### src/rtl/fifo_write_arbiter_if.sv
// fifo_write_arbiter_if
// Bundles the producer handshake, the FIFO write port and the arbiter
// status lines into one interface.
//   master : arbiter side (drives req_ready, fifo_write_en, fifo_data_in,
//            grant_id, busy)
//   slave  : producers + FIFO side (drives req_valid, req_data, fifo_full,
//            fifo_almost_full)
interface fifo_write_arbiter_if #(
  parameter int NUM_REQ = 4,
  parameter int WIDTH   = 8
);
  localparam int IDW = $clog2(NUM_REQ);

  logic [NUM_REQ-1:0]       req_valid;
  logic [NUM_REQ*WIDTH-1:0] req_data;
  logic [NUM_REQ-1:0]       req_ready;
  logic                     fifo_write_en;
  logic [WIDTH-1:0]         fifo_data_in;
  logic                     fifo_full;
  logic                     fifo_almost_full;
  logic [IDW-1:0]           grant_id;
  logic                     busy;

  modport master (
    input  req_valid, req_data, fifo_full, fifo_almost_full,
    output req_ready, fifo_write_en, fifo_data_in, grant_id, busy
  );

  modport slave (
    output req_valid, req_data, fifo_full, fifo_almost_full,
    input  req_ready, fifo_write_en, fifo_data_in, grant_id, busy
  );
endinterface

### src/rtl/fifo_write_arbiter.sv
// fifo_write_arbiter
// Round-robin arbiter sharing one FIFO write port between NUM_REQ
// valid/ready producers. One producer holds the grant for a burst of up to
// MAX_BURST beats (1 beat if the FIFO was almost full at grant time).
// FIFO full blocks transfers in the same cycle.
// Ports:
//   clk      : clock, rising edge
//   reset_n  : asynchronous active-low reset
//   bus      : fifo_write_arbiter_if.master (producer handshake, FIFO write
//              port, grant_id, busy)
module fifo_write_arbiter #(
  parameter int NUM_REQ   = 4,
  parameter int WIDTH     = 8,
  parameter int MAX_BURST = 4
) (
  input  logic                  clk,
  input  logic                  reset_n,
  fifo_write_arbiter_if.master  bus
);
  localparam int IDW  = $clog2(NUM_REQ);
  localparam int CNTW = $clog2(MAX_BURST + 1);

  typedef enum logic {IDLE, GRANT} state_t;

  state_t          state_reg, state_next;
  logic [IDW-1:0]  grant_id_reg, grant_id_next;
  logic [IDW-1:0]  rr_ptr_reg, rr_ptr_next;
  logic [CNTW-1:0] burst_cnt_reg, burst_cnt_next;
  logic [CNTW-1:0] burst_lim_reg, burst_lim_next;

  logic            busy;
  logic            grant_valid;
  logic [IDW-1:0]  ptr_after_grant;
  logic [IDW-1:0]  rr_sel;
  logic [IDW-1:0]  rot_idx [NUM_REQ];
  logic [WIDTH-1:0] data_slice [NUM_REQ];

  // rot_idx[k] is the producer index k positions above rr_ptr, wrapped.
  for (genvar gi = 0; gi < NUM_REQ; gi++) begin : g_rot
    logic [IDW:0] sum;
    assign sum         = {1'b0, rr_ptr_reg} + (IDW+1)'(gi);
    assign rot_idx[gi] = (sum >= (IDW+1)'(NUM_REQ)) ? IDW'(sum - (IDW+1)'(NUM_REQ))
                                                     : IDW'(sum);
    assign data_slice[gi]    = bus.req_data[gi*WIDTH +: WIDTH];
    assign bus.req_ready[gi] = busy & (grant_id_reg == IDW'(gi)) & ~bus.fifo_full;
  end

  // Scan from the farthest offset down so the nearest valid offset wins.
  always_comb begin
    rr_sel = rr_ptr_reg;
    for (int k = NUM_REQ - 1; k >= 0; k--) begin
      if (bus.req_valid[rot_idx[k]]) rr_sel = rot_idx[k];
    end
  end

  assign busy            = (state_reg == GRANT);
  assign grant_valid     = bus.req_valid[grant_id_reg];
  assign ptr_after_grant = (grant_id_reg == IDW'(NUM_REQ - 1)) ? '0
                                                                : grant_id_reg + IDW'(1);

  assign bus.busy          = busy;
  assign bus.grant_id      = grant_id_reg;
  assign bus.fifo_write_en = busy & grant_valid & ~bus.fifo_full;
  assign bus.fifo_data_in  = data_slice[grant_id_reg];

  always_comb begin
    state_next     = state_reg;
    grant_id_next  = grant_id_reg;
    rr_ptr_next    = rr_ptr_reg;
    burst_cnt_next = burst_cnt_reg;
    burst_lim_next = burst_lim_reg;
    case (state_reg)
      IDLE: begin
        if (!bus.fifo_full && (|bus.req_valid)) begin
          grant_id_next  = rr_sel;
          burst_cnt_next = '0;
          burst_lim_next = bus.fifo_almost_full ? CNTW'(1) : CNTW'(MAX_BURST);
          state_next     = GRANT;
        end
      end
      GRANT: begin
        // A dropped valid releases even while the FIFO is full.
        if (!grant_valid) begin
          state_next  = IDLE;
          rr_ptr_next = ptr_after_grant;
        end else if (!bus.fifo_full) begin
          burst_cnt_next = burst_cnt_reg + CNTW'(1);
          if (burst_cnt_reg + CNTW'(1) == burst_lim_reg) begin
            state_next  = IDLE;
            rr_ptr_next = ptr_after_grant;
          end
        end
      end
      default: state_next = IDLE;
    endcase
  end

  always_ff @(posedge clk or negedge reset_n) begin
    if (!reset_n) begin
      state_reg     <= IDLE;
      grant_id_reg  <= '0;
      rr_ptr_reg    <= '0;
      burst_cnt_reg <= '0;
      burst_lim_reg <= CNTW'(MAX_BURST);
    end else begin
      state_reg     <= state_next;
      grant_id_reg  <= grant_id_next;
      rr_ptr_reg    <= rr_ptr_next;
      burst_cnt_reg <= burst_cnt_next;
      burst_lim_reg <= burst_lim_next;
    end
  end
endmodule

### src/flat_wrapper.sv
// flat-port wrapper written by rule: the top's interface ports become plain ports
module fifo_write_arbiter_flat 
#(
  parameter int NUM_REQ   = 4,
  parameter int WIDTH     = 8,
  parameter int MAX_BURST = 4
)
  (clk, reset_n, bus_req_valid, bus_req_data, bus_fifo_full, bus_fifo_almost_full, bus_req_ready, bus_fifo_write_en, bus_fifo_data_in, bus_grant_id, bus_busy);
  fifo_write_arbiter_if #(.NUM_REQ(NUM_REQ), .WIDTH(WIDTH)) bus_i ();
  input  logic clk;
  input  logic reset_n;
  input wire logic [$bits(bus_i.req_valid)-1:0] bus_req_valid;
  input wire logic [$bits(bus_i.req_data)-1:0] bus_req_data;
  input wire logic [$bits(bus_i.fifo_full)-1:0] bus_fifo_full;
  input wire logic [$bits(bus_i.fifo_almost_full)-1:0] bus_fifo_almost_full;
  output wire logic [$bits(bus_i.req_ready)-1:0] bus_req_ready;
  output wire logic [$bits(bus_i.fifo_write_en)-1:0] bus_fifo_write_en;
  output wire logic [$bits(bus_i.fifo_data_in)-1:0] bus_fifo_data_in;
  output wire logic [$bits(bus_i.grant_id)-1:0] bus_grant_id;
  output wire logic [$bits(bus_i.busy)-1:0] bus_busy;
  assign bus_i.req_valid = bus_req_valid;
  assign bus_i.req_data = bus_req_data;
  assign bus_i.fifo_full = bus_fifo_full;
  assign bus_i.fifo_almost_full = bus_fifo_almost_full;
  assign bus_req_ready = bus_i.req_ready;
  assign bus_fifo_write_en = bus_i.fifo_write_en;
  assign bus_fifo_data_in = bus_i.fifo_data_in;
  assign bus_grant_id = bus_i.grant_id;
  assign bus_busy = bus_i.busy;
  fifo_write_arbiter #(.NUM_REQ(NUM_REQ), .WIDTH(WIDTH), .MAX_BURST(MAX_BURST)) u_core (.clk(clk), .reset_n(reset_n), .bus(bus_i));
endmodule
### config.mk
export PLATFORM = sky130hd
export DESIGN_NAME = fifo_write_arbiter_flat
export DESIGN_NICKNAME = d
export VERILOG_FILES = /design/src/rtl/fifo_write_arbiter_if.sv /design/src/rtl/fifo_write_arbiter.sv /design/src/flat_wrapper.sv
export SDC_FILE = /design/constraint.sdc
export NUM_CORES = 1
export LEC_CHECK = 0
export BUFFER_PORTS_ARGS = -buffer_cell sky130_fd_sc_hd__buf_2
export CAP_MARGIN = 20
export CORE_MARGIN = 2
export CORE_UTILIZATION = 35
export CTS_CLUSTER_SIZE = 16
export DETAILED_ROUTE_END_ITERATION = 12
export PLACE_DENSITY = 0.7
export SLEW_MARGIN = 20
export SYNTH_ARGS = -nofsm -noshare
export SYNTH_HDL_FRONTEND = slang
export SYNTH_SLANG_ARGS = --single-unit
### constraint.sdc
create_clock -name clk -period 1.7 [get_ports clk]
set_input_delay 0.085 -clock clk [delete_from_list [all_inputs] [get_ports clk]]
set_output_delay 0.085 -clock clk [all_outputs]
set_load 0.05 [all_outputs]
==> reports/results.ini <==
[finish]
final_common_cell=buf_2
final_cell_mix=buf_2, buf_4, mux4_2
fin_util=0.560
syn_to_final_growth_pct=53.6
antenna_cells=0
fin_nets=191
drive_above_1_share=0.593
largest_register_ff_count=3

[power]
share_comb_of_total_power=0.732
p_leak_nw=0.681
power.share.clock=0.084
swShare=0.508
power_density_nw_per_um2=1910
p_sw_mw=1.33
p_int_mw=1.28
p_seq_frac=0.183
peakVddDrop_v=0.00134
power_mw=2.61

[sta]
maxSlewHeadroom=0.561
period_needed_ns=1.69
period_share=0.994
finalMaxSlewViolations=0
fmax_ghz=0.592
worst_slew_pin_slew_ns=0.656
rsz0062_at_grt=true
skew_ns=0.00538
hold_violations=0
setup_viol=0

[setup_path]
worstPathRequired_ns=1.91
cp.arrival_ns=1.90
ff2ff_path_depth=6
worst_r2r_endpoint=u_core.rr_ptr_reg[1]$_DFFE_PN0P_
ff2ff_setup_slack_ns=0.01
critPathKind=flop to flop
cp-start-kind=flop
worstPathMaxFanout=3
end_kind=flop
r2r_start=u_core.burst_cnt_reg[1]$_DFFE_PN0P_

[cts]
path_clk_slew_ns=0.07
cts_tree=yes
clock_latency_ns=0.27
numCtsBuffers=3
cts_root_buf=clkbuf_4
cts_buffer_depth=2
htree_num_levels=1
clkSinkCount=10

[route]
routed-via-count=888
drt_iter0_drc=18
ant_nets=0
dr.pass1.iters=4
wirelength_um=2610
avgRoutedWirePerCell_um=14.9
drc=0
avgViaCountPerCell=5.07

[grt]
use_met1=0.157
overflow=0
grt.total_usage=0.164
grt_pass1_vias=826
use_met2=0.329
grt_max_degree=11
antenna_found_initial=0
grt_first_pass_wirelength_um=3370
gr-usage-met3=0.0219
grt-busiest-layer=met2

[placement]
io_buffers=55
gp_congestion=0.680
dp_hpwl_um=1970

[yosys]
synthDistinctLibCells=29
syn_inst=79
avgSynthCellArea_um2=11.2
ys_ff_latch=10
netlist_area_um2=887
seq_area_frac_synth=0.283
synth.net_count=124
yosys_warnings=0

[die]
core-area_um2=2430
dieWidth_um=54.3
dieArea_um2=2950
io_pins=56
initial_core_util=0.365
row_count=18
die_h_um=54.3

[min_path]
hp-start=bus_fifo_full
hold_depth=3
hold_end=u_core.bus.busy$_DFF_PN0_
min_path_type=primary input to flop

[run_status]
status=complete, no violations

[job]
cap_violations=0

==> final cells by class <==
cell class	count	area (um^2)
multi-input combinational	58	606
fill	213	1070
tap	30	37.5
timing repair buffer	66	404
sequential	10	253
inverter	7	26.3
clock buffer	4	36.3
==> kinds of logic (layout without fill, tap and decap cells) <==
| group | Yosys count | after routing | share of synthesized area |
|---|---|---|---|
| buffers and inverters | 11 | 77 | 0.0649 |
| XOR/XNOR | 3 | 3 | 0.0465 |
| multiplexers | 12 | 12 | 0.264 |
| AO/OA/AOI/OAI | 16 | 16 | 0.144 |
| adder cells (fa/ha/maj) | 5 | 5 | 0.0705 |
| flip-flops | 10 | 10 | 0.284 |
| AND/OR/NAND/NOR | 22 | 22 | 0.127 |
==> critical path, stage by stage, from the launching register on <==
cell	delay, ns
dfrtp_1	0.37
ha_2	0.20
xor3_1	0.44
o41ai_4	0.26
buf_4	0.18
nand3_2	0.09
o21ai_2	0.07
==> per-layer routing <==
layer	routed length, um	vias up
li1	-	423
met1	862	415
met2	1450	46
met3	254	4
met4	42	0
met5	0	-
==> metrics by stage <==
stage | setup TNS (ns) | std cells | hold WS (ns) | instance area (um^2) | setup slack, ns
after floorplan | 0 | 79 | -0.211 | 888 | 0.0136
after global placement | 0 | 164 | -0.0459 | 1200 | 0.0802
after detailed placement | 0 | 164 | -0.0398 | 1200 | 0.00187
after CTS | 0 | 172 | 0.181 | 1280 | 0.00602
after global routing | -0.190 | 175 | 0.218 | 1360 | -0.0760
final | 0 | 175 | 0.191 | 1360 | 0.00974
==> cells in the mapped netlist <==
cell type / n / area, um^2
xor3_1: 1 / 23.8
o41ai_2: 1 / 16.3
and2_4: 1 / 8.76
mux4_2: 9 / 203
o221ai_1: 1 / 8.76
nand3_1: 3 / 15.0
nor2_1: 2 / 7.51
nand2_1: 8 / 30.0
a22oi_1: 2 / 15.0
dfrtp_1: 9 / 225
o41ai_4: 1 / 27.5
nor3b_1: 1 / 7.51
dfstp_2: 1 / 26.3
buf_6: 2 / 22.5
nor2b_1: 1 / 6.26
xor2_1: 1 / 8.76
mux2_1: 1 / 11.3
ha_1: 5 / 62.6
clkbuf_1: 1 / 3.75
nand2b_1: 1 / 6.26
and2_1: 5 / 31.3
xnor2_1: 1 / 8.76
a21oi_1: 2 / 10.0
o21ai_1: 7 / 35.0
inv_1: 7 / 26.3
o22ai_1: 1 / 6.26
buf_2: 1 / 5.00
o2bb2ai_1: 1 / 8.76
mux2i_1: 2 / 20.0
==> how the worst max path moves through the flow <==
stage | startpoint | cells past startpoint | endpoint
floorplan | u_core.bus.grant_id[1]$_DFFE_PN0P_ | 4 | bus_req_ready[1]
global placement | u_core.burst_cnt_reg[0]$_DFFE_PN0P_ | 6 | u_core.rr_ptr_reg[1]$_DFFE_PN0P_
detailed placement | u_core.burst_cnt_reg[0]$_DFFE_PN0P_ | 6 | u_core.rr_ptr_reg[1]$_DFFE_PN0P_
CTS | u_core.bus.grant_id[0]$_DFFE_PN0P_ | 3 | bus_fifo_data_in[0]
global route | u_core.burst_cnt_reg[1]$_DFFE_PN0P_ | 6 | u_core.rr_ptr_reg[1]$_DFFE_PN0P_
finish | u_core.burst_cnt_reg[1]$_DFFE_PN0P_ | 6 | u_core.rr_ptr_reg[1]$_DFFE_PN0P_
==> repair_timing <==
action / in CTS / in global routing
resized for setup: 4 / 20
hold buffers: 2 / 0
hold endpoints to repair: 11 / 0
setup buffers: 2 / 3
endpoints found under the setup margin: 10 / 11
==> power by group through the flow <==
stage / clock network, mW / logic [mW] / registers, mW
2_1_floorplan: 0 / 1.14 / 0.575
3_3_place_gp: 0 / 1.59 / 0.470
3_5_place_dp: 0 / 1.62 / 0.478
4_1_cts: 0.221 / 1.69 / 0.467
5_1_grt: 0.238 / 2.03 / 0.500
6_report: 0.220 / 1.91 / 0.478
(Power assumes the default switching activity.)
